<file path="config.mk">
export PLATFORM = sky130hd
export DESIGN_NAME = count_sequencer
export DESIGN_NICKNAME = d
export VERILOG_FILES = /design/src/rtl/count_sequencer_pkg.sv /design/src/rtl/count_sequencer_seq_count_reg.sv /design/src/rtl/count_sequencer.sv
export SDC_FILE = /design/constraint.sdc
export NUM_CORES = 1
export LEC_CHECK = 0
export BUFFER_PORTS_ARGS = -buffer_cell sky130_fd_sc_hd__buf_2
export CORE_MARGIN = 5
export CORE_UTILIZATION = 37
export CTS_CLUSTER_SIZE = 25
export DETAILED_ROUTE_END_ITERATION = 12
export GPL_TIMING_DRIVEN = 0
export SKIP_LAST_GASP = 1
export SYNTH_ARGS = -nofsm -noshare
export SYNTH_HDL_FRONTEND = slang
export SYNTH_SLANG_ARGS = --single-unit
export TNS_END_PERCENT = 5
</file>
<file path="constraint.sdc">
create_clock -name clk -period 3.25 [get_ports clk]
set_clock_uncertainty 0.2 [all_clocks]
set_input_delay 0.65 -clock clk [delete_from_list [all_inputs] [get_ports clk]]
set_output_delay 0.65 -clock clk [all_outputs]
set_load 0.1 [all_outputs]
</file>
<file path="src/rtl/count_sequencer_pkg.sv">
`default_nettype none
// ============================================================================
//  Module      : count_sequencer_pkg
//  Description : Shared types and constants for the count_sequencer block:
//                run-state encoding, wrap-mode constants and default width.
//  Revision    : 1.0 - initial release
// ============================================================================
package count_sequencer_pkg;

    // Default bit width of the count and the terminal-count limit.
    localparam int DEFAULT_WIDTH = 4;

    // Wrap behaviour at terminal count.
    localparam logic MODE_ONESHOT = 1'b0;  // stop at limit, park in DONE
    localparam logic MODE_AUTO    = 1'b1;  // wrap to 0 and keep running

    // Run-state encoding.
    typedef enum logic [1:0] {
        ST_IDLE = 2'd0,
        ST_RUN  = 2'd1,
        ST_HOLD = 2'd2,
        ST_DONE = 2'd3
    } state_t;

endpackage
`default_nettype wire

</file>
<file path="src/rtl/count_sequencer_seq_count_reg.sv">
`default_nettype none
// ============================================================================
//  Module      : seq_count_reg
//  Description : WIDTH-bit count register with asynchronous reset,
//                synchronous clear and synchronous increment-enable.
//                Clear has priority over increment.
//  Ports       : clk    - rising-edge clock
//                reset  - asynchronous active-high reset (count -> 0)
//                clr    - synchronous clear to 0
//                en     - increment by one this cycle
//                count  - current count value
//  Revision    : 1.0 - initial release
// ============================================================================
module seq_count_reg
    import count_sequencer_pkg::*;
#(
    parameter int WIDTH = DEFAULT_WIDTH
) (
    input  logic             clk,
    input  logic             reset,
    input  logic             clr,
    input  logic             en,
    output logic [WIDTH-1:0] count
);

    localparam logic [WIDTH-1:0] c_one = {{(WIDTH-1){1'b0}}, 1'b1};

    logic [WIDTH-1:0] r_count;

    always_ff @(posedge clk or posedge reset) begin
        if (reset) begin
            r_count <= '0;
        end else if (clr) begin
            r_count <= '0;
        end else if (en) begin
            r_count <= r_count + c_one;
        end
    end

    assign count = r_count;

endmodule
`default_nettype wire

</file>
<file path="src/rtl/count_sequencer.sv">
`default_nettype none
// ============================================================================
//  Module      : count_sequencer
//  Description : Run controller for a bounded, restartable up-counter.
//                Accepts limit/mode over a valid/ready handshake while idle
//                or finished, then sequences start / pause / stop / wrap and
//                issues a one-cycle done pulse at each terminal count.
//  Ports       : clk, reset          - clock, async active-high reset
//                cfg_valid/cfg_ready - configuration handshake
//                cfg_limit, cfg_mode - terminal count, 0=one-shot 1=auto
//                start, stop, pause  - run control (stop>start>pause>tick)
//                tick_en             - count-enable qualifier
//                count, busy, done   - count value, RUN/HOLD flag, tc pulse
//  Revision    : 1.0 - initial release
// ============================================================================
module count_sequencer
    import count_sequencer_pkg::*;
#(
    parameter int WIDTH = DEFAULT_WIDTH
) (
    input  logic             clk,
    input  logic             reset,
    input  logic             cfg_valid,
    output logic             cfg_ready,
    input  logic [WIDTH-1:0] cfg_limit,
    input  logic             cfg_mode,
    input  logic             start,
    input  logic             stop,
    input  logic             pause,
    input  logic             tick_en,
    output logic [WIDTH-1:0] count,
    output logic             busy,
    output logic             done
);

    state_t           r_state;
    state_t           w_state_next;
    logic [WIDTH-1:0] r_limit;
    logic             r_mode;
    logic             r_done;
    logic             w_done_next;
    logic             w_cnt_clr;
    logic             w_cnt_inc;
    logic             w_cfg_accept;
    logic [WIDTH-1:0] w_count;

    // Configuration is only taken while no run is in progress, so a new
    // limit or mode can never disturb an active count.
    assign cfg_ready    = (r_state == ST_IDLE) || (r_state == ST_DONE);
    assign w_cfg_accept = cfg_valid && cfg_ready;
    assign busy         = (r_state == ST_RUN) || (r_state == ST_HOLD);
    assign done         = r_done;
    assign count        = w_count;

    seq_count_reg #(
        .WIDTH (WIDTH)
    ) u_count_reg (
        .clk   (clk),
        .reset (reset),
        .clr   (w_cnt_clr),
        .en    (w_cnt_inc),
        .count (w_count)
    );

    always_ff @(posedge clk or posedge reset) begin
        if (reset) begin
            r_state <= ST_IDLE;
            r_limit <= '1;
            r_mode  <= MODE_ONESHOT;
            r_done  <= 1'b0;
        end else begin
            r_state <= w_state_next;
            r_done  <= w_done_next;
            if (w_cfg_accept) begin
                r_limit <= cfg_limit;
                r_mode  <= cfg_mode;
            end
        end
    end

    // Next-state / datapath control. Priority: stop > start > pause > tick.
    always_comb begin
        w_state_next = r_state;
        w_done_next  = 1'b0;
        w_cnt_clr    = 1'b0;
        w_cnt_inc    = 1'b0;

        if (stop) begin
            w_state_next = ST_IDLE;
            w_cnt_clr    = 1'b1;
        end else begin
            case (r_state)
                ST_IDLE, ST_DONE: begin
                    if (start) begin
                        w_state_next = ST_RUN;
                        w_cnt_clr    = 1'b1;
                    end
                end
                ST_RUN: begin
                    // Entering HOLD consumes the cycle: no increment.
                    if (pause) begin
                        w_state_next = ST_HOLD;
                    end else if (tick_en) begin
                        if (w_count == r_limit) begin
                            w_done_next = 1'b1;
                            if (r_mode == MODE_AUTO) begin
                                w_cnt_clr = 1'b1;
                            end else begin
                                w_state_next = ST_DONE;
                            end
                        end else begin
                            w_cnt_inc = 1'b1;
                        end
                    end
                end
                ST_HOLD: begin
                    // Leaving HOLD also consumes the cycle: no increment.
                    if (!pause) begin
                        w_state_next = ST_RUN;
                    end
                end
                default: begin
                    w_state_next = ST_IDLE;
                end
            endcase
        end
    end

endmodule
`default_nettype wire

</file>
* Word-level counts from Yosys, hierarchy flattened
Cells that the tools add are included.
** Storage, ports and cells
- Register bits after elaboration :: 12
- Input bits :: 12
- Output and inout bits :: 7
- Logic and storage cells :: 49
** Cells by class
- $add $sub $neg :: 1
- Eq/ne operators :: 9
- Muxes and demuxes :: 27
- Reduce and logical (&&, ||, !) cells :: 7
** Operators by type and width (number)
- 1-bit two-way mux :: 16
- 2-bit two-way mux :: 7
- 4-bit two-way mux :: 2
- 4-bit != test, second input constant :: 2
- 3-bit != test, second input constant :: 2
- 2-bit one-hot mux with 3 select lines :: 1
- 5-bit AND reduction :: 1
- 4-bit by 1-bit adder with 4-bit output, second input constant :: 1
- 2-bit equality test, second input constant :: 2
- 4-bit equality test :: 1
- 4-bit by 3-bit != test with 1-bit output, second input constant :: 1
- 2-bit by 1-bit equality test with 1-bit output, second input constant :: 1
- 2-bit zero test :: 1
- 1-bit logical OR :: 2
- 1-bit one-hot mux with 2 select lines :: 1
- 2-bit nonzero test :: 1
- 2-bit OR reduction :: 1
- 1-bit logical AND :: 1

* Longest topological paths before layout
- Depth after elaboration :: 8
- Gate-level depth with buffers :: 6
- Mapped depth without buffers :: 6

* Cells and area by module
From an unflattened synthesis, not the netlist that was laid out.
** Unflattened totals
- Cell total of the unflattened synthesis :: 66
- Area total of the unflattened synthesis :: 721.9 sq um
** By module, submodules not included
- count_sequencer :: instances 1, cells each 49, area an instance 525.5 sq um, sequential area each 205.2 sq um
- seq_count_reg :: instances 1, cells each 17, area an instance 196.4 sq um, sequential area each 100.1 sq um

* Worst setup path after synthesis
No wires, ideal clock.
- Path type :: reg2reg
- Start point :: reg r_state[0]
- End point :: reg r_state[0]
- Library setup time :: 0.096 ns
- Arrival time :: 2.658 ns
- Data required time :: 2.954 ns
- Slack :: 0.296 ns
- Stages on the path, launching flop included :: 7
- Path buffers :: 0
- Period minus slack after synthesis :: 2.954 ns
- Path through :: dfrtp_1 -> inv_1 -> ha_1 -> inv_1 -> a2bb2oi_1 -> mux2i_1 -> a311oi_2
** On the way
- Longest elaborated chain between the ends :: 4
- Elaborated cells between the ends (all ways) :: 13
- Classes of those cells :: eq/ne (8); mux (2); reduce/logical (3)
** RTL lines
- start, declared :: line count_sequencer.sv:36 : state_t r_state;
- start signal, assigned :: line count_sequencer.sv:72 : r_state <= w_state_next;
- 2-bit equality test / 2-bit zero test (equally long branches) :: line count_sequencer.sv:92 : case (r_state)
- 2-bit OR reduction :: line count_sequencer.sv:92
- 3-bit != test (no line) / 2-bit one-hot mux with 3 select lines (equally long branches)
- 5-bit AND reduction (no line) / 2-bit two-way mux (equally long branches)
Several ways; a longest one is shown, not always the timed one.
A chain may end at the register's enable or synchronous reset.

* Worst setup path after layout
- Start point :: reg r_state[0]
- End point :: out busy
** On the way
- Longest elaborated chain between the ends :: 2
- Elaborated cells between the ends (all ways) :: 3
- Classes of those cells :: eq/ne (2); reduce/logical (1)
** RTL lines
- 2-bit by 1-bit equality test with 1-bit output / 2-bit equality test (equally long branches) :: line count_sequencer.sv:51 : assign busy = (r_state == ST_RUN) || (r_state == ST_HOLD);
- 1-bit logical OR (*) :: line count_sequencer.sv:51
- end, declared :: line count_sequencer.sv:32 : output logic busy,
Every way passes the cells marked *; elsewhere a longest branch is shown, timed or not.

==> results by group <==
STA
  – Setup ws final: about 0.81 ns
  – Fmax: 409 MHz
  – Worst hold slack: around 0.17 ns
  – Post-Route Setup TNS: 0 ns
  – Final-report hold violation count: 0
  – Final Cycle Share: 0.752
  – Fin crit period: 2.44 ns
  – Final setup fails: 0
  – Slew Viols, Final: 0
  – RSZ-0062 raised after global routing: no
  – Max-slew headroom: 0.596
  – Worst Max-Slew Pin Slew: around 0.60 ns

Yosys
  – Netlist cell types: 27
  – FF+latch count, synth: 12
  – Syn. warnings: 0
  – Syn_nets: between 70 and 80
  – Synthesized instance count: 59
  – Avg Inst Size Synth: 12.2 um2
  – Post-synthesis cell area: approximately 720 um2
  – Sequential fraction of the synthesis area: 0.425

Power and ir drop
  – Seq pwr share: 0.396
  – Pwr dens: 578 nW/um2
  – Cell internal pwr: 315 uW
  – Maximum VDD drop: about 0.0004 V
  – Switching pwr: roughly 190 uW
  – Static Leak: around 0.42 nW
  – Clock Power Share: 0.230
  – Total power: roughly 500 uW
  – Logic pwr share: 0.374
  – Sw frac: 0.380

Hold path
  – Worst Hold Class: in2async

Global routing
  – Global route overflow: 0
  – First-pass GRT wire length: roughly 2.2 mm
  – Largest net degree at the start of global routing: 13
  – Initial antenna violation count: 0
  – Aggregate global-route resource usage: 0.110
  – Via count of the first global-routing pass: between 500 and 600

Die
  – Chip width: approximately 54 um
  – Core box area: 1900 um2
  – Die area: ~3000 um2
  – Die span in y: ~54 um
  – I/O pin cnt: 19
  – Initial cell density of the core: 0.378
  – Std cell rows: 16

Placement
  – Placer Congestion: around 0.67
  – Post-place setup slack: 1.09 ns
  – Detail Placement HPWL: approximately 1.1 mm
  – Port Buffers: 18

Layout
  – Area occupied by multi-input gates: 387 um2
  – Fillers: ~190
  – Layout area overhead: 22.3%
  – Antenna fix cells: 0
  – Ratio of cells with drive above 1 in the final layout: 0.481
  – Nets: 98
  – Storage cell area: 305 um2
  – Finished Core Util: 0.462

CTS
  – H-tree depth: 1
  – Post-CTS setup buffer count: 0
  – Clk buf depth: 2
  – Cells resized by post-CTS repair: 0
  – Root buffer cell: clkbuf_4
  – Skew-Pair Late Insertion Delay: about 0.27 ns
  – CTS clk-pin slew, worst paths: 0.07 ns
  – CTS tree: built
  – Post-CTS Hold Buffers: 0
  – Total clock sinks: 12
  – Num CTS Buffers: 3

Detailed routing
  – Drt first-iter violations: 5
  – Average wire per standard cell: around 12 um
  – Via count: about 500
  – Post-route antenna net violation count: 0
  – # DRC: 0
  – Drt first pass iters: 2
  – WL final: 1.33 mm
  – DR vias/cell: roughly 4.6

Critical path
  – CP Launch Type: flip-flop
  – Peak fanout along the critical path: 4
  – Crit. End Element: output port
  – CP Class: reg2out
  – Setup slack, reg-to-reg: around 1.2 ns
  – Worst EP required: 2.40 ns
  – CP arrival: roughly 1.6 ns

Flow run
  – Max capacitance violation total: 0

Outcome
  – Status: finished clean
power groups by stage:
stage / clock [mW] / sequential, mW / combinational, mW
6_report: 0.117 / 0.201 / 0.190
5_1_grt: 0.130 / 0.204 / 0.205
4_1_cts: 0.123 / 0.202 / 0.192
3_5_place_dp: 0 / 0.205 / 0.192
3_3_place_gp: 0 / 0.204 / 0.189
2_1_floorplan: 0 / 0.203 / 0.159
cell families (layout without fill, tap and decap cells):
kind of cell             count (synthesis)  count (layout)  share of synthesized area
AND/OR/NAND/NOR                         13              13                      0.129
flip-flops                              12              12                      0.425
AO/OA/AOI/OAI                           10              10                      0.148
multiplexers                             8               8                      0.120
buffers and inverters                    7              29                     0.0366
XOR/XNOR                                 5               5                     0.0714
adder cells (fa/ha/maj)                  4               4                     0.0697
sequential cells by signal, summed over array words and instances (netlist names):
signal             cells
r_limit                4
u_count_reg.count      4
r_state                2
done                   1
r_mode                 1
worst paths after layout:
path | from | endpoint | cells after the start
setup reg to reg | u_count_reg.count[0]$_DFFE_PP0P_ | u_count_reg.count[1]$_DFFE_PP0P_ | 4
max in group asynchronous | reset | r_limit[2]$_DFFE_PP1P_ | 2
hold reg to reg | r_mode$_DFFE_PP0P_ | r_mode$_DFFE_PP0P_ | 1
hold / removal | reset | u_count_reg.count[0]$_DFFE_PP0P_ | 2
min in group clk | r_mode$_DFFE_PP0P_ | r_mode$_DFFE_PP0P_ | 1
setup / recovery | r_state[0]$_DFFE_PP0P_ | busy | 4
cell usage after synthesis:
cell / instances / share of area
dfrtp_1: 8 / 0.28
inv_1: 6 / 0.031
mux2_2: 5 / 0.078
dfstp_2: 4 / 0.15
ha_1: 4 / 0.070
xor2_1: 4 / 0.049
mux2i_1: 3 / 0.042
nor2_1: 3 / 0.016
a21oi_1: 2 / 0.014
nand2_1: 2 / 0.010
or3_1: 2 / 0.017
a211oi_2: 1 / 0.017
a2bb2oi_1: 1 / 0.012
a311oi_2: 1 / 0.021
a31oi_1: 1 / 0.0087
and4bb_2: 1 / 0.017
clkinv_1: 1 / 0.0052
nand3_1: 1 / 0.0070
nand3b_1: 1 / 0.010
nand3b_4: 1 / 0.028
nor3_1: 1 / 0.0070
o21ai_0: 1 / 0.0070
o21ai_1: 1 / 0.0070
o41ai_2: 1 / 0.023
o41ai_4: 1 / 0.038
or4_4: 1 / 0.016
xor2_2: 1 / 0.023
placed cells by master (no fill, tap or decap), types with 2 or more instances in the layout:
master	Yosys	routed
ha_1	4	4
a21oi_1	2	2
or3_1	2	2
nor2_1	3	3
inv_1	6	6
mux2i_1	3	3
dfrtp_1	8	8
dfstp_2	4	4
clkbuf_4	0	3
nand2_1	2	2
buf_2	0	18
xor2_1	4	4
mux2_2	5	5
worst max-delay path: stages (launching register included):
cell	delay (ns)
dfrtp_1	0.38
inv_1	0.10
ha_1	0.35
inv_1	0.08
buf_2	0.42
per-layer routing:
metal	wire, um	track usage	vias to the layer above
met2	617	0.181	17
met3	125	0.0360	2
met4	11	0.0747	0
met1	574	0.119	231
li1	-	-	252
met5	0	0	-
cell type report:
| cell class | count | area share |
|---|---|---|
| tap | 27 | 0.0385 |
| inverter | 7 | 0.0299 |
| multi-input combinational | 40 | 0.440 |
| sequential | 12 | 0.348 |
| timing repair buffer | 18 | 0.103 |
| clock buffer | 4 | 0.0413 |
metrics by stage:
stage,cells,cell area (um2)
after floorplan,59,718
after global placement,104,842
after detailed placement,104,842
after CTS,108,878
after global routing,108,878
final,108,878
Note: power is estimated with default switching activity, not from simulation.
